--- src/rtl/reaction_round_seq.sv ---
// Multi-round sequencer for the reaction-game core: runs 2**LOG2_ROUNDS rounds per start press,
// drives the core start pulse and random delay, and accumulates best/average/early statistics.
module reaction_round_seq #(
  parameter int unsigned LOG2_ROUNDS = 2,
  parameter logic [15:0] MIN_DELAY   = 16'd1000,
  parameter logic [15:0] DELAY_MASK  = 16'h07FF,
  parameter logic [15:0] GAP_MS      = 16'd500,
  parameter logic [15:0] PENALTY_MS  = 16'd1000
) (
  input  logic                   clk,
  input  logic                   rst_n,
  input  logic                   start_btn,
  input  logic                   ms_tick,
  input  logic                   show_time,
  input  logic                   early_error,
  input  logic [15:0]            react_ms,
  output logic                   core_start,
  output logic [15:0]            rand_delay,
  output logic                   busy,
  output logic                   done,
  output logic [LOG2_ROUNDS:0]   round_idx,
  output logic [15:0]            best_ms,
  output logic                   best_valid,
  output logic [15:0]            avg_ms,
  output logic [LOG2_ROUNDS:0]   early_cnt
);

  localparam int unsigned SumW   = 16 + LOG2_ROUNDS;
  localparam int unsigned IdxW   = LOG2_ROUNDS + 1;
  localparam int unsigned Rounds = 2 ** LOG2_ROUNDS;
  localparam logic [IdxW-1:0] RoundsIdx = Rounds[IdxW-1:0];
  localparam logic [IdxW-1:0] IdxOne    = {{(IdxW-1){1'b0}}, 1'b1};
  localparam logic [15:0]     LfsrSeed  = 16'hACE1;

  typedef enum logic [2:0] {
    StIdle,
    StStart,
    StRun,
    StRecord,
    StClear,
    StGap,
    StDone
  } state_e;

  state_e          state_q;
  logic [15:0]     lfsr_q, lfsr_d;
  logic            core_start_q;
  logic [15:0]     rand_delay_q;
  logic            busy_q, done_q;
  logic [IdxW-1:0] round_idx_q, early_cnt_q;
  logic [15:0]     best_q, avg_q;
  logic            best_valid_q;
  logic [SumW-1:0] sum_q;
  logic [15:0]     gap_q;
  logic            was_early_q;
  logic [15:0]     react_q;
  logic [SumW-1:0] avg_full;

  // Fibonacci LFSR, taps 16,14,13,11; left-shifting so bit 15 is tap 16.
  always_comb begin
    lfsr_d = {lfsr_q[14:0], lfsr_q[15] ^ lfsr_q[13] ^ lfsr_q[12] ^ lfsr_q[10]};
  end

  always_comb begin
    avg_full = sum_q >> LOG2_ROUNDS;
  end

  always_ff @(posedge clk) begin
    if (!rst_n) begin
      state_q      <= StIdle;
      lfsr_q       <= LfsrSeed;
      core_start_q <= 1'b0;
      rand_delay_q <= 16'd0;
      busy_q       <= 1'b0;
      done_q       <= 1'b0;
      round_idx_q  <= '0;
      best_q       <= 16'hFFFF;
      best_valid_q <= 1'b0;
      avg_q        <= 16'd0;
      early_cnt_q  <= '0;
      sum_q        <= '0;
      gap_q        <= 16'd0;
      was_early_q  <= 1'b0;
      react_q      <= 16'd0;
    end else begin
      lfsr_q       <= lfsr_d;
      core_start_q <= 1'b0;
      unique case (state_q)
        StIdle, StDone: begin
          if (start_btn) begin
            busy_q       <= 1'b1;
            done_q       <= 1'b0;
            round_idx_q  <= '0;
            best_q       <= 16'hFFFF;
            best_valid_q <= 1'b0;
            avg_q        <= 16'd0;
            early_cnt_q  <= '0;
            sum_q        <= '0;
            gap_q        <= 16'd0;
            state_q      <= StStart;
          end
        end
        StStart: begin
          core_start_q <= 1'b1;
          rand_delay_q <= MIN_DELAY + (lfsr_q & DELAY_MASK);
          state_q      <= StRun;
        end
        StRun: begin
          // Early wins when the core reports both at once.
          if (show_time || early_error) begin
            was_early_q <= early_error;
            react_q     <= react_ms;
            state_q     <= StRecord;
          end
        end
        StRecord: begin
          if (was_early_q) begin
            sum_q       <= sum_q + SumW'(PENALTY_MS);
            early_cnt_q <= early_cnt_q + IdxOne;
          end else begin
            sum_q        <= sum_q + SumW'(react_q);
            best_valid_q <= 1'b1;
            if (react_q < best_q) begin
              best_q <= react_q;
            end
          end
          round_idx_q <= round_idx_q + IdxOne;
          state_q     <= StClear;
        end
        StClear: begin
          core_start_q <= 1'b1;
          gap_q        <= GAP_MS;
          if (round_idx_q == RoundsIdx) begin
            busy_q  <= 1'b0;
            done_q  <= 1'b1;
            avg_q   <= (|avg_full[SumW-1:16]) ? 16'hFFFF : avg_full[15:0];
            state_q <= StDone;
          end else begin
            state_q <= StGap;
          end
        end
        StGap: begin
          if (ms_tick) begin
            if (gap_q == 16'd0) begin
              state_q <= StStart;
            end else begin
              gap_q <= gap_q - 16'd1;
            end
          end
        end
        default: state_q <= StIdle;
      endcase
    end
  end

  assign core_start = core_start_q;
  assign rand_delay = rand_delay_q;
  assign busy       = busy_q;
  assign done       = done_q;
  assign round_idx  = round_idx_q;
  assign best_ms    = best_q;
  assign best_valid = best_valid_q;
  assign avg_ms     = avg_q;
  assign early_cnt  = early_cnt_q;

endmodule

--- config.mk ---
export PLATFORM = sky130hd
export DESIGN_NAME = reaction_round_seq
export DESIGN_NICKNAME = d
export VERILOG_FILES = /design/src/rtl/reaction_round_seq.sv
export SDC_FILE = /design/constraint.sdc
export NUM_CORES = 1
export LEC_CHECK = 0
export CAP_MARGIN = 20
export CORE_MARGIN = 5
export CORE_UTILIZATION = 56
export DETAILED_ROUTE_END_ITERATION = 8
export MAX_ROUTING_LAYER = met4
export PLACE_DENSITY = 0.86
export SYNTH_ARGS = -nofsm -noshare
export SYNTH_HDL_FRONTEND = slang
export SYNTH_SLANG_ARGS = --single-unit
--- constraint.sdc ---
create_clock -name clk -period 2.67 [get_ports clk]
set_input_delay 0.534 -clock clk [delete_from_list [all_inputs] [get_ports clk]]
set_output_delay 0.534 -clock clk [all_outputs]
set_load 0.005 [all_outputs]
Word-level counts from Yosys, hierarchy flattened

Index checks and enable logic that the tools add are counted.

Register bits: 128
Input port bits: 22
Output and inout port bits: 58
Logic and storage cells: 89

Add/sub/neg operators: 6
Order comparisons: 1
Eq/ne operators: 16
Mux-type cells: 32
Bitwise logic cells: 3
Reductions and logical operators: 16

Operator list:

| cell                                                                 | number |
|---|---|
| 16-bit two-way mux                                                   | 7 |
| 16-bit case mux with 2 select lines                                  | 2 |
| 16-bit case mux with 3 select lines                                  | 1 |
| 18-bit two-way mux                                                   | 2 |
| 18-bit case mux with 2 select lines                                  | 1 |
| 18-bit by 10-bit adder with 18-bit output, second input constant     | 1 |
| 18-bit by 16-bit adder with 18-bit output                            | 1 |
| 3-bit two-way mux                                                    | 6 |
| 2-bit inequality test, second input constant                         | 9 |
| 3-bit case mux with 6 select lines                                   | 1 |
| 16-bit zero test                                                     | 1 |
| 16-bit < comparator                                                  | 1 |
| 16-bit by 1-bit subtractor with 16-bit output, second input constant | 1 |
| 10-bit by 11-bit adder with 12-bit output, first input constant      | 1 |
| 3-bit == test, second input constant                                 | 4 |
| 3-bit case mux with 2 select lines                                   | 2 |
| 4-bit AND reduction                                                  | 3 |
| 3-bit AND reduction                                                  | 3 |
| 3-bit by 1-bit adder with 3-bit output, second input constant        | 2 |
| 3-bit by 2-bit == test with 1-bit output, second input constant      | 2 |
| 1-bit two-way mux                                                    | 6 |
| 1-bit case mux with 2 select lines                                   | 3 |
| 2-bit AND reduction                                                  | 2 |
| 2-bit nonzero test                                                   | 2 |
| other kinds (7)                                                      | 10 |

Longest topological paths before layout

Word-level depth: 4
Depth in mapped cells: 9
Mapped depth without buffers: 9

Worst setup path before layout

Ideal clock, no wire load.

Path kind: reg2reg
Start: reg react_q[0]
End: reg sum_q[16]
Arrival: 2265 ps
Required time: 2598 ps
Setup slack: 333 ps
Cell stages (with the launch flop): 10
Path buffers: 0
Path through: dfxtp_1 > ha_1 > inv_1 > fa_1 > nor2b_1 > o2111ai_1 > a2111oi_0 > a311oi_1 > a211oi_1 > mux2i_1

Word-level cells in the longest chain between the ends: 3

Ends and longest elaborated chain:

| element                                   | RTL line | text |
|---|---|---|
| from (decl)                               | 56       | `logic [15:0] react_q;` |
| from (signal assigned)                    | 112      | `react_q <= react_ms;` |
| 18-bit by 16-bit adder with 18-bit output | 121      | `sum_q <= sum_q + SumW'(react_q);` |
| 18-bit two-way mux                        | 117      | `if (was_early_q) begin` |
| 18-bit case mux with 2 select lines       | 88       | `unique case (state_q)` |
| to (signal assigned)                      | 118      | `sum_q <= sum_q + SumW'(PENALTY_MS);` |
| to (signal assigned)                      | 121      |  |
| to (decl)                                 | 53       | `logic [SumW-1:0] sum_q;` |

No other way between the ends.
A chain may end at the register's enable or synchronous reset.

Worst setup path in the final report

Start: reg react_q[0]
End: reg sum_q[14]

Same word-level chain as after synthesis.

==> flow_summary.ini <==
[routing]
first_pass_iters = 5
drcViolationCount = 0
wl_per_cell_um = 17.7
drt-initial-drc-count = 599
wirelength_um = 17600
antenna_left = 0
vias_per_cell = 5.99
via_count = 5959

[cells_and_area]
design_area_sq_mm = 0.00798
area_delta_synth_final_pct = 27.0
drive_above_1_share = 0.0925
postLayoutCoreUtil = 0.730
nets = 901
nFillCells = 805
diodes = 0

[flow_run]
drv_cap = 0

[yosys]
yosys_warnings = 0
async_flop_share = 0
synth.top_cell.area_share = 0.395
synth.distinct_cells = 61
synth_area_per_cell_sq_um = 8.24
synthCells = 763
synth_edf_count = 0
ys_ff_latch = 124
synthFlopType = dfxtp_1
netlist_area_sq_mm = 0.00629
yosysSeqAreaShare = 0.395
synth_area_leaders = dfxtp_1, ha_1, a21oi_1
synth.largest_area_cell = dfxtp_1

[place]
dpl_cell_area_sq_mm = 0.00722
io_buffer_count = 75
globalplace.congestion = 0.922
hpwl_um = 11900
post-place-ws_ps = 33.6

[sta]
worst_pin_slew_ps = 757
slew_viol_final = 0
setup-violations-final = 0
maxSlewHeadroom = 0.495
finalHoldViolCount = 0
timing.fmax_ghz = 0.396
finalCritPeriodShare = 0.947
fin_skew_ps = 7.53
finalWorstSetupSlack_ps = 142
fin_crit_ps = 2530

[floorplanning]
dieArea_sq_mm = 0.0134
row_count = 38
die_h_um = 116
start_util = 0.575
die_w_um = 116
ioPinCount = 80
core_sq_mm = 0.0109

[clock_network]
cts_tree = yes
clkLatencyLatePin_ps = 420
path_clk_slew_ps = 60
clock-root-buffer = clkbuf_16
htreeDepth = 4
cts_buffers = 17
cts_sinks = 124
cts_hold_buf = 0
cts_buffer_depth = 2

[worst_setup_path]
worstSetupStartpointType = flop
crit_required_ps = 3030
arrival_ps = 2890
crit_fanout = 4
crit_path_end_kind = flop
criticalPathCategory = reg2reg

[global_route]
grt_start_max_net_pins = 48
grt_pass1_vias = 5913
grt_pass1_wl_um = 28600
track_usage = 0.278
antenna_found_initial = 0
grt_overflow_total = 0

[pwr]
max-vdd-ir-drop_v = 0.000587
p_leak_nw = 3.27
powerDensity_mw_per_mm2 = 754

[worst_hold_path]
hold_class = reg2reg

[status]
status = completed
==> flip-flops by register name, indices dropped and copies added (netlist names), 3 cells and up <==
register	flops
avg_ms	16
best_ms	16
early_cnt	3
gap_q	16
lfsr_q	16
rand_delay	12
react_q	16
round_idx	3
state_q	3
sum_q	18
==> synth_stat cells, types with 3 or more instances <==
library cell,instances
dfxtp_1,124
nand2_1,91
nor2_1,78
a21oi_1,70
ha_1,37
clkbuf_1,36
inv_1,31
nor3_1,29
o21ai_0,26
a211oi_1,23
xnor2_1,23
a22oi_1,21
a21o_1,15
a41oi_1,15
nand2b_1,14
nand3_1,14
and2_1,10
xor2_1,9
and3_1,6
nor2b_1,6
a2111oi_0,5
buf_4,5
or2_2,5
nand4_1,4
nor3b_1,4
o211ai_1,4
o21ai_2,4
or3_1,4
a31oi_1,3
mux2i_1,3
nand3b_1,3
nor4_1,3
o21a_1,3
==> area by class of cell <==
type / count / area (sq um) / area share
tap: 140 / 175 / 0.0219
sequential: 124 / 2480 / 0.311
clock buffer: 18 / 439 / 0.0550
timing repair buffer: 99 / 955 / 0.120
multi-input combinational: 568 / 3550 / 0.444
inverter: 31 / 116 / 0.0146
clock inverter: 14 / 267 / 0.0334
==> layout by cell type, fill, tap and decap left out, types with 7 or more instances in the layout <==
master           count
dfxtp_1            123
nand2_1             91
nor2_1              78
clkdlybuf4s50_1     75
a21oi_1             70
ha_1                36
inv_1               30
nor3_1              28
o21ai_0             25
xnor2_1             23
a211oi_1            22
a22oi_1             21
buf_4               21
clkbuf_16           17
a21o_1              15
a41oi_1             15
nand2b_1            14
nand3_1             14
and2_1               9
xor2_1               9
bufinv_16            7
==> power by group <==
part           internal [mW]  switching (mW)
combinational          0.492           0.668
clock                   1.87           0.864
sequential              1.99           0.129
==> cell families (layout without fill, tap and decap cells) <==
kind of cell	count (synthesis)	after routing	share of synthesized area
AND/OR/NAND/NOR	280	280	0.208
AO/OA/AOI/OAI	210	210	0.221
flip-flops	124	124	0.395
buffers and inverters	74	162	0.0486
adder cells (fa/ha/maj)	39	39	0.0784
XOR/XNOR	32	32	0.0446
multiplexers	3	3	0.00478
other	1	4	0.000596
==> what timing repair did <==
item,CTS,global route
setup buffers,0,0
setup endpoints to repair,3,9
pin swaps,0,3
resized for setup,1,9
==> layer usage <==
metal	part of all wire	vias to the layer above	track usage
li1	-	2872	-
met1	0.40	2823	0.305
met2	0.53	236	0.496
met3	0.055	28	0.0632
met4	0.015	0	0.0913
met5	0	-	-
==> final timing paths <==
check / start / endpoint / slack [ps] / cells after the start
min: lfsr_q[14]$_SDFF_PN0_ / lfsr_q[15]$_SDFF_PN1_ / 410 / 1
max: react_q[0]$_SDFFE_PN0P_ / sum_q[14]$_SDFFE_PN0P_ / 140 / 10
min reg2reg: lfsr_q[14]$_SDFF_PN0_ / lfsr_q[15]$_SDFF_PN1_ / 410 / 1
max reg2reg: react_q[0]$_SDFFE_PN0P_ / sum_q[14]$_SDFFE_PN0P_ / 140 / 10
==> stage by stage <==
stage	hold slack, ps	total power [mW]	std cells	TNS [ps]
2_1_floorplan	386	2.89	766	0
3_3_place_gp	396	3.22	960	0
3_5_place_dp	396	3.27	960	0
4_1_cts	417	6.01	992	0
5_1_grt	428	6.26	994	-23.7
6_report	409	6.02	994	0
==> worst max-delay path: stages (launching register included) <==
cell       delay, ps
dfxtp_2          360
ha_2             210
inv_1             60
fa_1             410
nor2b_2          220
o2111ai_2        170
buf_4            190
a211oi_2         260
o21ai_1          110
a2111oi_1        330
nand3b_1         150
No activity file was read; power rests on OpenSTA's default activity.
